--- src/rtl/mux_arb_pkg.sv ---
// Shared types, defaults and the circular first-set search for mux_rr_arbiter.
package mux_arb_pkg;

  typedef enum logic {
    IDLE  = 1'b0,
    GRANT = 1'b1
  } arb_state_e;

  localparam int N_DEF        = 4;
  localparam int DW_DEF       = 8;
  localparam int MAX_HOLD_DEF = 8;
  localparam int SEL_W        = $clog2(N_DEF);

  // First set bit of req_v scanning ptr_v, ptr_v+1, ... wrapping at n (n <= 16).
  function automatic int rr_pick(input logic [15:0] req_v, input int ptr_v, input int n);
    int  pick;
    bit  found;
    int  idx;
    pick  = 0;
    found = 1'b0;
    for (int i = 0; i < 16; i++) begin
      idx = (ptr_v + i) % n;
      if (i < n && !found && req_v[idx[3:0]]) begin
        pick  = idx;
        found = 1'b1;
      end
    end
    return pick;
  endfunction

endpackage

--- src/rtl/mux_rr_arbiter_if.sv ---
// Requester-side bundle of mux_rr_arbiter: request/release, data lanes, grant and muxed data.
interface mux_rr_arbiter_if
  import mux_arb_pkg::*;
#(
  parameter int N  = N_DEF,
  parameter int DW = DW_DEF
);
  localparam int SW = $clog2(N);

  logic [N-1:0]    req;
  logic [N-1:0]    done;
  logic [N*DW-1:0] data_in;
  logic [N-1:0]    grant;
  logic [SW-1:0]   sel;
  logic            valid;
  logic [DW-1:0]   data_out;
  logic            expired;

  modport master (
    output req, done, data_in,
    input  grant, sel, valid, data_out, expired
  );

  modport slave (
    input  req, done, data_in,
    output grant, sel, valid, data_out, expired
  );

endinterface

--- src/rtl/mux2.sv ---
// 2:1 MUX primitive, W bits wide: y = s ? b : a.
module mux2 #(
  parameter int W = 1
) (
  input  logic [W-1:0] a,
  input  logic [W-1:0] b,
  input  logic         s,
  output logic [W-1:0] y
);
  assign y = s ? b : a;
endmodule

--- src/rtl/mux_n.sv ---
// N:1 DW-wide mux tree of mux2 cells, log2(N) levels deep; root level decodes the select MSB.
module mux_n #(
  parameter int N  = 4,
  parameter int DW = 8
) (
  input  logic [$clog2(N)-1:0] sel,
  input  logic [N*DW-1:0]      data_in,
  output logic [DW-1:0]        data_out
);
  localparam int SW = $clog2(N);

  // Heap-ordered nodes: node k has children 2k+1 / 2k+2, lane i sits at leaf N-1+i.
  logic [DW-1:0] node [2*N-1];

  for (genvar i = 0; i < N; i++) begin : g_leaf
    assign node[N-1+i] = data_in[i*DW +: DW];
  end

  for (genvar k = 0; k < N-1; k++) begin : g_cell
    localparam int D = $clog2(k + 2) - 1;
    mux2 #(.W(DW)) u_mux2 (
      .a (node[2*k+1]),
      .b (node[2*k+2]),
      .s (sel[SW-1-D]),
      .y (node[k])
    );
  end

  assign data_out = node[0];

endmodule

--- src/rtl/mux_rr_arbiter.sv ---
// Round-robin arbiter driving the select of an N:1 mux tree; optional grant timeout
// is enabled by defining MUX_ARB_TIMEOUT_EN.
module mux_rr_arbiter
  import mux_arb_pkg::*;
#(
  parameter int N        = N_DEF,
  parameter int DW       = DW_DEF,
  parameter int MAX_HOLD = MAX_HOLD_DEF
) (
  input logic             clk,
  input logic             reset,
  mux_rr_arbiter_if.slave bus
);
  localparam int SW = $clog2(N);

  arb_state_e    state_q, state_d;
  logic [SW-1:0] ptr_q, ptr_d;
  logic [SW-1:0] sel_q, sel_d;
  logic [SW-1:0] winner;
  logic [N-1:0]  grant_q, grant_d;
  logic          valid_q, valid_d;
  logic          expired_q, expired_d;
  logic          release_hit;
  logic          timeout_hit;
  logic [DW-1:0] lane;

  assign winner      = SW'(rr_pick(16'(bus.req), int'(ptr_q), N));
  assign release_hit = (state_q == GRANT) && (bus.done[sel_q] || !bus.req[sel_q]);

`ifdef MUX_ARB_TIMEOUT_EN
  localparam int HW = $clog2(MAX_HOLD);
  logic [HW-1:0] hold_q, hold_d;

  // A release in the same cycle as the hold limit wins, so expired stays low.
  always_comb begin
    hold_d      = '0;
    timeout_hit = 1'b0;
    if (state_q == GRANT) begin
      hold_d      = hold_q + HW'(1);
      timeout_hit = !release_hit && (hold_q == HW'(MAX_HOLD - 1));
    end
  end

  always_ff @(posedge clk) begin
    if (reset) hold_q <= '0;
    else       hold_q <= hold_d;
  end
`else
  assign timeout_hit = 1'b0;
`endif

  always_comb begin
    // NOTE: every output of this block gets a default first so no path can infer a latch.
    state_d   = state_q;
    ptr_d     = ptr_q;
    sel_d     = sel_q;
    grant_d   = grant_q;
    valid_d   = valid_q;
    expired_d = 1'b0;
    unique case (state_q)
      IDLE: begin
        if (|bus.req) begin
          state_d = GRANT;
          grant_d = N'(1) << winner;
          sel_d   = winner;
          valid_d = 1'b1;
        end else begin
          grant_d = '0;
          sel_d   = '0;
          valid_d = 1'b0;
        end
      end
      GRANT: begin
        if (release_hit || timeout_hit) begin
          state_d   = IDLE;
          grant_d   = '0;
          sel_d     = '0;
          valid_d   = 1'b0;
          ptr_d     = sel_q + SW'(1);
          expired_d = timeout_hit;
        end
      end
      default: state_d = IDLE;
    endcase
  end

  always_ff @(posedge clk) begin
    // NOTE: registered state uses non-blocking assignments so all flops update together.
    if (reset) begin
      state_q   <= IDLE;
      ptr_q     <= '0;
      sel_q     <= '0;
      grant_q   <= '0;
      valid_q   <= 1'b0;
      expired_q <= 1'b0;
    end else begin
      state_q   <= state_d;
      ptr_q     <= ptr_d;
      sel_q     <= sel_d;
      grant_q   <= grant_d;
      valid_q   <= valid_d;
      expired_q <= expired_d;
    end
  end

  mux_n #(.N(N), .DW(DW)) u_mux_n (
    .sel      (sel_q),
    .data_in  (bus.data_in),
    .data_out (lane)
  );

  assign bus.grant    = grant_q;
  assign bus.sel      = sel_q;
  assign bus.valid    = valid_q;
  assign bus.expired  = expired_q;
  assign bus.data_out = valid_q ? lane : '0;

endmodule

--- src/flat_wrapper.sv ---
// flat-port wrapper written by rule: the top's interface ports become plain ports
module mux_rr_arbiter_flat import mux_arb_pkg::*;
#(
  parameter int N        = N_DEF,
  parameter int DW       = DW_DEF,
  parameter int MAX_HOLD = MAX_HOLD_DEF
)
  (clk, reset, bus_req, bus_done, bus_data_in, bus_grant, bus_sel, bus_valid, bus_data_out, bus_expired);
  mux_rr_arbiter_if #(.N(N), .DW(DW)) bus_i ();
  input logic clk;
  input logic reset;
  input wire logic [$bits(bus_i.req)-1:0] bus_req;
  input wire logic [$bits(bus_i.done)-1:0] bus_done;
  input wire logic [$bits(bus_i.data_in)-1:0] bus_data_in;
  output wire logic [$bits(bus_i.grant)-1:0] bus_grant;
  output wire logic [$bits(bus_i.sel)-1:0] bus_sel;
  output wire logic [$bits(bus_i.valid)-1:0] bus_valid;
  output wire logic [$bits(bus_i.data_out)-1:0] bus_data_out;
  output wire logic [$bits(bus_i.expired)-1:0] bus_expired;
  assign bus_i.req = bus_req;
  assign bus_i.done = bus_done;
  assign bus_i.data_in = bus_data_in;
  assign bus_grant = bus_i.grant;
  assign bus_sel = bus_i.sel;
  assign bus_valid = bus_i.valid;
  assign bus_data_out = bus_i.data_out;
  assign bus_expired = bus_i.expired;
  mux_rr_arbiter #(.N(N), .DW(DW), .MAX_HOLD(MAX_HOLD)) u_core (.clk(clk), .reset(reset), .bus(bus_i));
endmodule
--- config.mk ---
export PLATFORM = sky130hd
export DESIGN_NAME = mux_rr_arbiter_flat
export DESIGN_NICKNAME = d
export VERILOG_FILES = /design/src/rtl/mux_arb_pkg.sv /design/src/rtl/mux_rr_arbiter_if.sv /design/src/rtl/mux2.sv /design/src/rtl/mux_n.sv /design/src/rtl/mux_rr_arbiter.sv /design/src/flat_wrapper.sv
export SDC_FILE = /design/constraint.sdc
export NUM_CORES = 1
export LEC_CHECK = 0
export BUFFER_PORTS_ARGS = -buffer_cell sky130_fd_sc_hd__buf_2
export CAP_MARGIN = 20
export CORE_AREA = 3 3 49 51
export DETAILED_ROUTE_END_ITERATION = 10
export DIE_AREA = 0 0 52 54
export GPL_TIMING_DRIVEN = 0
export HOLD_SLACK_MARGIN = 0.12
export PLACE_DENSITY = 0.75
export SKIP_LAST_GASP = 1
export SYNTH_ARGS = -nofsm -noshare
export SYNTH_HDL_FRONTEND = slang
export SYNTH_SLANG_ARGS = --single-unit
export TNS_END_PERCENT = 1
--- constraint.sdc ---
create_clock -name clk -period 1.7 [get_ports clk]
set_input_delay 0.255 -clock clk [delete_from_list [all_inputs] [get_ports clk]]
set_output_delay 0.255 -clock clk [all_outputs]
set_load 0.005 [all_outputs]
==> flow_metrics.tcl, run 1 <==
set metrics [dict create \
    cp_max_fo 8 \
    rsz0062_at_grt "true" \
    place_congestion 0.700 \
    synthCells 68 \
    ys_seq_elements 10 \
    p_sw_uw 210 \
    crit_required_ns 1.44 \
    holdBufCountCts 0 \
    ys_warn_count 0 \
    critPathArrivalTime_ns 1.55 \
    cp_top_family "multiplexers" \
    rows 16 \
    synth_edf_count 0 \
    cts.sinks 10 \
    wl_mm 2.25 \
    fin_crit_ns 1.80 \
    synthXorXnorAreaFrac_pct 1.15 \
    wire_per_inst_um 14.2 \
    die_w_um 52 \
    slowest_stage "mux4_2" \
    max-vdd-ir-drop_mv 0.578 \
    hold_path_class "primary input to flop" \
    cp.depth 4 \
    crit_buf_inv 2 \
    synth_area_leaders "dfxtp_1 (26%), mux4_2 (24%), and2_1 (7.4%)" \
    preCtsSetupSlack_ns -0.185 \
    comb_power_share_pct 35.6 \
    setup-violations-final 8 \
    internal_power_uw 549 \
    synthAdderAreaFrac_pct 0 \
    antenna_cells 0 \
    synth_common_cells "dfxtp_1 (10), and2_1 (9), mux4_2 (8), a32o_1 (4), nor2b_1 (4)" \
    clk_latency_ns 0.26 \
    via_count 812 \
    finalCritPeriodShare_pct 106 \
    hold_viol_final 0 \
    hpwl_mm 1.83 \
    antenna_found_initial 0 \
    crit_type "flop to output pin" \
    io_pins 58 \
    nNetsFinal 174 \
    crit_path_max_incr_delay_ns 0.49 \
    drcViolationCount 0 \
    p_sw_share_pct 27.6 \
    grt_pass1_wl_mm 3.51 \
    violations "setup timing" \
    power_density_nw_per_um2 652 \
    grt_start_max_net_pins 11 \
    yosys.area.top_type_share_pct 26.3 \
    muxShareOfSynthArea_pct 23.6 \
    cts_buffer_depth 2 \
    maxClockFrequency_mhz 555 \
    cp-end-kind "output pin" \
    synth_compound_gate_area_share_pct 18.2 \
    start_util_pct 38.4 \
    drt_iter0_markers 9 \
    hold-path-cell-count 2 \
    die_area_um2 2810 \
    maxCapViolations 0 \
    syn_nets 110 \
    syn_area_um2 762 \
    clockPowerShare_pct 27.7 \
    async_flop_share_pct 0 \
    drv_slew 0 \
    htreeDepth 1 \
    cts_buffers 3 \
    cts_tree "built" \
    hold_ws_ns 0.239 \
    rr_worst_depth 6 \
    outcome "complete, but fails checks" \
    p_leak_uw 0.000555 \
    drive_gt1_share_pct 61.8 \
    grt_overflow 0 \
    place.port_buffers 56 \
    p_seq_share_pct 36.7 \
    worst_slack_ns -0.102 \
    viasPerCell 5.14 \
    yosysMostFrequentCell "dfxtp_1" \
    tightest_slew_ns 0.499 \
    synth_cell_type_count 28 \
    synth_top_family_by_area "simple AND/OR/NAND/NOR gates" \
    antenna_left 0 \
    grt_use_total_pct 17.1 \
    ys_seq_area_share_pct 26.3 \
    syn_avg_cell_area_um2 11.2 \
    synth_flop_cell "dfxtp_1" \
    yosys.area_share.simple_pct 25.5 \
    synth_largest_area_cell "dfxtp_1" \
    fp.coreArea_um2 1980 \
    firstDrtPassIters 4 \
    worstPathCellList "buf_12, mux4_2, and2_1, buf_2" \
    relSlewSlack_pct 66.5 \
    grt_pass1_vias 786 \
    ctsRootBufferMaster "clkbuf_4" \
    fin_skew_ns 0.00201 \
    cp-start-kind "flop" \
    areaGrowthSynthToFinish_pct 52.9 \
    die_h_um 54 \
    path_clk_slew_ns 0.06 \
]
## power groups by stage
stage / clock network [µW] / registers [µW] / logic (µW)
detailed placement: 0 / 285 / 248
global placement: 0 / 283 / 241
CTS: 219 / 278 / 267
global route: 235 / 284 / 296
finish: 210 / 279 / 270
floorplan: 0 / 280 / 148
## through the flow
stage	TNS [ns]	instances	util [%]	power, µW	area, µm²
finish	-0.676	158	58.8	759	1160
CTS	-0.772	158	58.3	765	1160
floorplan	0	68	-	428	762
global route	-1.82	158	58.8	815	1160
global placement	-0.963	151	54.3	524	1080
detailed placement	-1.20	151	54.3	533	1080
## layer usage
layer  vias to the layer above  share of wire, %  GRT usage, %
li1                        401                 -             -
met1                       381                39          20.7
met2                        30                55          28.9
met3                         0               5.8          4.71
met4                         0                 0          6.55
met5                         -                 0             0
## path summary, 6_finish.rpt
| path | start | endpoint | slack (ns) |
|---|---|---|---|
| setup reg to reg | u_core.bus.sel[0] | u_core.bus.sel[1] | 0.01 |
| hold reg to reg | u_core.bus.grant[2] | u_core.bus.grant[2] | 0.47 |
| hold / removal | reset | u_core.ptr_q[0] | 0.24 |
| setup / recovery | u_core.bus.sel[0] | bus_data_out[3] | -0.10 |
## cells in the final DEF, fill, tap and decap left out, types with 2 or more instances in the layout
cell type / instances
buf_4: 7
a22o_1: 2
and4bb_1: 2
nor2b_1: 4
and2_1: 8
a21oi_1: 2
nor3_1: 2
a32o_1: 4
a211oi_1: 3
clkbuf_4: 3
nor2_1: 2
buf_2: 55
mux4_2: 8
dfxtp_1: 9
## final cells by class
type	instances	area, µm²
plain buffers	5	50.0
well taps	27	33.8
repair buffers	59	309
inverters	1	3.75
fillers	197	817
multi-input cells	52	528
clock buffers	4	36.3
flip-flops and latches	10	204
## state kept, by name, summed over array words and instances, names as in the netlist
signal	cells
u_core.bus.grant	4
u_core.bus.sel	2
u_core.ptr_q	2
u_core.bus.valid	1
u_core.state_q	1
## kinds of logic after synthesis
| logic type | count (synthesis) |
|---|---|
| and+or+nand+nor | 25 |
| AOI/OAI and AO/OA | 17 |
| other | 1 |
| buffers and inverters | 6 |
| DFF | 10 |
| muxes | 8 |
| xor gates and xnor gates | 1 |
## timing repair
action / CTS / global route
gates cloned: 0 / 0
gates resized for setup: 7 / 2
buffers inserted: 3 / 0
setup endpoints to repair: 8 / 18
Power figures use the tool's default switching activity.
==> inputs of run 2 (changes only) <==
Settings changed: MAX_ROUTING_LAYER set to met4.
==> run 2 against run 1 <==
Net effect:
- the flow still finishes with violations (setup timing)
- flip-flop and latch count stayed put
- non-clock buffer count unchanged
- setup slack got worse by 0.0029 ns
- sequential share of layout area unchanged
- sequential power about the same
- clock skew increased by 0.00072 ns
- critical endpoint unchanged
- largest power group unchanged
- highest routed layer is now met4
==> flow_metrics.tcl, run 2 (synthesis results as in run 1) <==
set metrics [dict create \
    outcome "complete, but fails checks" \
    violations "setup timing" \
    cts_buffer_depth 2 \
    r2r_end "u_core.bus.sel[1]" \
    min_to "u_core.ptr_q[0]" \
    p_sw_share_pct 27.6 \
    die_h_um 54 \
    drv_slew 0 \
    grt_start_max_net_pins 11 \
    register_area_um2 204 \
    finalCritPeriodShare_pct 106 \
    viasPerCell 5.16 \
    power_density_nw_per_um2 652 \
    hold-path-cell-count 2 \
    cts_tree "built" \
    drive_gt1_share_pct 61.8 \
    clk_latency_ns 0.27 \
    p_total_uw 759 \
    io_pins 58 \
    rows 16 \
    areaGrowthSynthToFinish_pct 52.9 \
    reg2reg_slack_ns 0.01 \
    multi_input_area_um2 528 \
    p_seq_share_pct 36.7 \
    antenna_left 0 \
    p_leak_uw 0.000555 \
    max-vdd-ir-drop_mv 0.573 \
    cp-end-kind "output pin" \
    cp-start-kind "flop" \
    maxCapViolations 0 \
    antenna_cells 0 \
    die_area_um2 2810 \
    mostFrequentLayoutCells "buf_2 (55), dfxtp_1 (9), mux4_2 (8), and2_1 (8), buf_4 (7)" \
    grt_pass1_wl_mm 3.51 \
    grt_pass1_vias 788 \
    hold_viol_final 0 \
    grt_overflow 0 \
    p_sw_uw 210 \
    crit_path_start "u_core.bus.sel[0]" \
    largest_reg_flops 4 \
    min_from "reset" \
    fp.coreArea_um2 1980 \
    r2r_start "u_core.bus.sel[0]" \
    setup-violations-final 8 \
    cp_max_fo 8 \
    via_count 816 \
    path_clk_slew_ns 0.06 \
    hold_path_class "primary input to flop" \
    comb_power_share_pct 35.6 \
    tightest_slew_ns 0.491 \
    grt_use_total_pct 17.4 \
    fin_skew_ns 0.00273 \
    maxClockFrequency_mhz 554 \
    drt_iter0_markers 9 \
    worst_slack_ns -0.105 \
    rr_worst_depth 6 \
    crit_required_ns 1.44 \
    start_util_pct 38.4 \
    final_common_cell "buf_2" \
    rsz0062_at_grt "true" \
    n_fill_cell 197 \
    preCtsSetupSlack_ns -0.185 \
    antenna_found_initial 0 \
    place_congestion 0.708 \
    crit_type "flop to output pin" \
    relSlewSlack_pct 67.0 \
    internal_power_uw 550 \
    clockPowerShare_pct 27.7 \
    hpwl_mm 1.83 \
    fin_crit_ns 1.80 \
    firstDrtPassIters 4 \
    drcViolationCount 0 \
    ctsRootBufferMaster "clkbuf_4" \
    htreeDepth 1 \
    place.port_buffers 56 \
    wl_mm 2.24 \
    cts_buffers 3 \
    wire_per_inst_um 14.2 \
    cts.sinks 10 \
    die_w_um 52 \
    critPathArrivalTime_ns 1.55 \
    nNetsFinal 174 \
]
run 2: cell counts in the layout (fill, tap and decap cells not counted):
Identical to the previous run, type by type.
run 2: worst max-delay path: stages, from the launching register on:
cell and delay (ns):
dfxtp_4 0.37, buf_12 0.13, mux4_2 0.49, and2_1 0.17
buf_2 0.12
run 2: area by class of cell:
| cell class | count | area share (%) |
|---|---|---|
| Timing Repair Buffer | 59 | 26.5 |
| Inverter | 1 | 0.322 |
| Clock buffer | 4 | 3.11 |
| Multi-Input combinational cell | 52 | 45.3 |
| Sequential cell | 10 | 17.5 |
| Tap cell | 27 | 2.90 |
| Buffer | 5 | 4.30 |
run 2: worst max path at each step:
stage,endpoint,slack (ns),cells past startpoint
after floorplan,bus_data_out[0],0.06,3
after global placement,bus_data_out[4],-0.14,4
after detailed placement,bus_data_out[3],-0.19,4
after CTS,bus_data_out[3],-0.12,4
after global routing,bus_data_out[7],-0.16,4
final,bus_data_out[3],-0.10,4
run 2: metal layers:
layer | vias up | GRT usage (%) | part of all wire, %
li1 | 403 | - | -
met1 | 383 | 20.9 | 39
met2 | 27 | 28.9 | 54
met3 | 3 | 3.60 | 5.4
met4 | 0 | 6.55 | 0.98
met5 | - | - | 0
run 2: what timing repair did:
| action | CTS | global route |
|---|---|---|
| setup buffers | 3 | 0 |
| setup endpoints to repair | 8 | 18 |
| endpoints found under the hold margin | 0 | 0 |
| gates cloned | 0 | 0 |
| hold buffers | 0 | 0 |
| resized for setup | 7 | 2 |
run 2: power by group through the flow:
stage,Sequential [µW],Combinational (µW),Clock [µW]
5_1_grt,284,296,232
4_1_cts,278,267,219
6_report,279,270,211
2_1_floorplan,280,148,0
3_5_place_dp,285,248,0
3_3_place_gp,283,241,0
run 2: per-stage QoR:
stage	area (µm²)	cells	setup TNS [ns]	utilization, %	hold slack (ns)
after global placement	1080	151	-0.963	54.3	0.449
after global routing	1160	158	-1.78	58.8	0.234
final	1160	158	-0.699	58.8	0.236
after CTS	1160	158	-0.772	58.3	0.226
after floorplan	762	68	0	-	0.328
after detailed placement	1080	151	-1.20	54.3	0.454
==> inputs of run 3 (changes only) <==
Settings changed: CORE_AREA 3 3 49 51 to 3 3 65 43, DIE_AREA 0 0 52 54 to 0 0 68 46, PLACE_DENSITY 0.75 to 0.71, TNS_END_PERCENT 1 to not set.
Clock period 1.7 ns to 1.6 ns, I/O delays scaled along.
==> run 3 against run 2 <==
Net effect:
- the flow still finishes with violations (setup timing)
- largest power group is now combinational logic
- flip-flop and latch count is the same
- clock power increased by 47%
- combinational power grew 20%
- setup slack got worse by 0.030 ns
- highest routed layer unchanged
- total power rose by 23%
- global-route usage shrank 1.8 points
- die area rose by 11%
- clock skew is essentially flat
- critical path type unchanged
- hold slack better by 0.055 ns
==> flow_metrics.tcl, run 3 (synthesis results as in run 1) <==
set metrics [dict create \
    outcome "complete, but fails checks" \
    violations "setup timing" \
    min_from "reset" \
    finalCritPeriodShare_pct 108 \
    largest_reg_flops 4 \
    hpwl_mm 1.79 \
    drv_slew 0 \
    cp-end-kind "output pin" \
    cp_max_fo 8 \
    die_h_um 46 \
    worst_slack_ns -0.135 \
    critPathArrivalTime_ns 1.50 \
    fin_crit_ns 1.74 \
    cts_tree "built" \
    die_area_um2 3130 \
    min_to "u_core.ptr_q[1]" \
    rsz0062_at_grt "true" \
    drt_iter0_markers 15 \
    rr_worst_depth 6 \
    register_area_um2 205 \
    hold_path_class "primary input to flop" \
    drcViolationCount 0 \
    maxClockFrequency_mhz 576 \
    via_count 840 \
    drive_gt1_share_pct 68.2 \
    r2r_end "u_core.bus.sel[1]" \
    areaGrowthSynthToFinish_pct 64.4 \
    hold_viol_final 0 \
    setup-violations-final 8 \
    crit_type "flop to output pin" \
    firstDrtPassIters 4 \
    wire_per_inst_um 14.0 \
    p_leak_uw 0.000586 \
    place_congestion 0.734 \
    max-vdd-ir-drop_mv 0.353 \
    final_common_cell "buf_2" \
    nNetsFinal 175 \
    path_clk_slew_ns 0.05 \
    start_util_pct 35.0 \
    place.port_buffers 56 \
    clk_latency_ns 0.23 \
    r2r_start "u_core.bus.sel[0]" \
    io_pins 58 \
    utilization_pct 57.5 \
    cts.sinks 10 \
    multi_input_area_um2 556 \
    maxCapViolations 0 \
    grt_pass1_wl_mm 3.62 \
    viasPerCell 5.19 \
    die_w_um 68 \
    cp-start-kind "flop" \
    power_density_nw_per_um2 748 \
    tns_ns -1.01 \
    grt_start_max_net_pins 11 \
    relSlewSlack_pct 62.3 \
    cts_buffer_depth 2 \
    n_fill_cell 190 \
    hold-path-cell-count 2 \
    crit_path_start "u_core.bus.sel[0]" \
    antenna_cells 0 \
    preCtsSetupSlack_ns -0.173 \
    antenna_left 0 \
    grt_use_total_pct 15.6 \
    cts_buffers 3 \
    reg2reg_slack_ns 0.03 \
    tightest_slew_ns 0.561 \
    wl_mm 2.27 \
    p_total_uw 936 \
    fin_skew_ns 0.00267 \
    mostFrequentLayoutCells "buf_2 (51), mux4_2 (8), dfxtp_1 (8)" \
    ctsRootBufferMaster "clkbuf_8" \
    rows 13 \
    fp.coreArea_um2 2180 \
    crit_required_ns 1.36 \
    grt_overflow 0 \
    htreeDepth 1 \
    holdBufCountCts 0 \
    antenna_found_initial 0 \
    grt_pass1_vias 865 \
]
## run 3: cell count changes in the layout (fill, tap and decap cells not counted), moves of 3 or more
cell / delta
and2_4: +5
buf_6: +5
clkbuf_8: +3
clkbuf_4: -3
buf_2: -4
and2_1: -5
## run 3: worst max path at each step
stage | to | slack [ns] | cells past startpoint
3_3_place_gp | bus_data_out[4] | -0.18 | 4
2_1_floorplan | bus_data_out[0] | 0.06 | 3
3_5_place_dp | bus_data_out[7] | -0.17 | 4
6_report | bus_data_out[7] | -0.14 | 4
4_1_cts | bus_data_out[7] | -0.14 | 4
5_1_grt | bus_data_out[6] | -0.20 | 4
## run 3: layout make-up
class,instances,area share (%)
plain buffers,5,4.30
inverters,1,0.300
multi-input cells,52,44.4
well taps,30,3.00
clock buffers,4,4.40
repair buffers,60,27.3
flip-flops and latches,10,16.4
## run 3: per-stage QoR
step           std cells  instance area, µm²  hold WS, ns
2_1_floorplan         68                 764        0.313
3_3_place_gp         154                1080        0.455
3_5_place_dp         154                1080        0.453
4_1_cts              161                1180        0.247
5_1_grt              162                1250        0.299
6_report             162                1250        0.291
## run 3: critical path: stages (launching register included)
cell and delay [ns]:
dfxtp_4 0.36, buf_12 0.13, mux4_2 0.49, and2_4 0.17, buf_6 0.11
## run 3: report_power, final
group | switching, µW | leakage (µW) | total (µW) | internal (µW)
combinational | 125 | 0.000474 | 325 | 200
clock | 95.1 | 0.0000288 | 311 | 216
sequential | 27.4 | 0.0000835 | 300 | 273
total | 247 | 0.000586 | 936 | 689
## run 3: routing by layer
| metal | vias up | track usage, % | share of wire, % | wire length, µm |
|---|---|---|---|---|
| met4 | 0 | 4.74 | 1.0 | 23 |
| met3 | 4 | 0.741 | 5.6 | 128 |
| met5 | - | - | 0 | 0 |
| met1 | 403 | 20.1 | 43 | 975 |
| met2 | 33 | 26.6 | 50 | 1140 |
| li1 | 400 | - | - | - |
## run 3: repair_timing
action,4_1_cts,5_1_grt
gates cloned,0,0
pin swaps,0,0
setup buffers,3,1
endpoints found under the setup margin,8,16
gates resized for setup,7,15
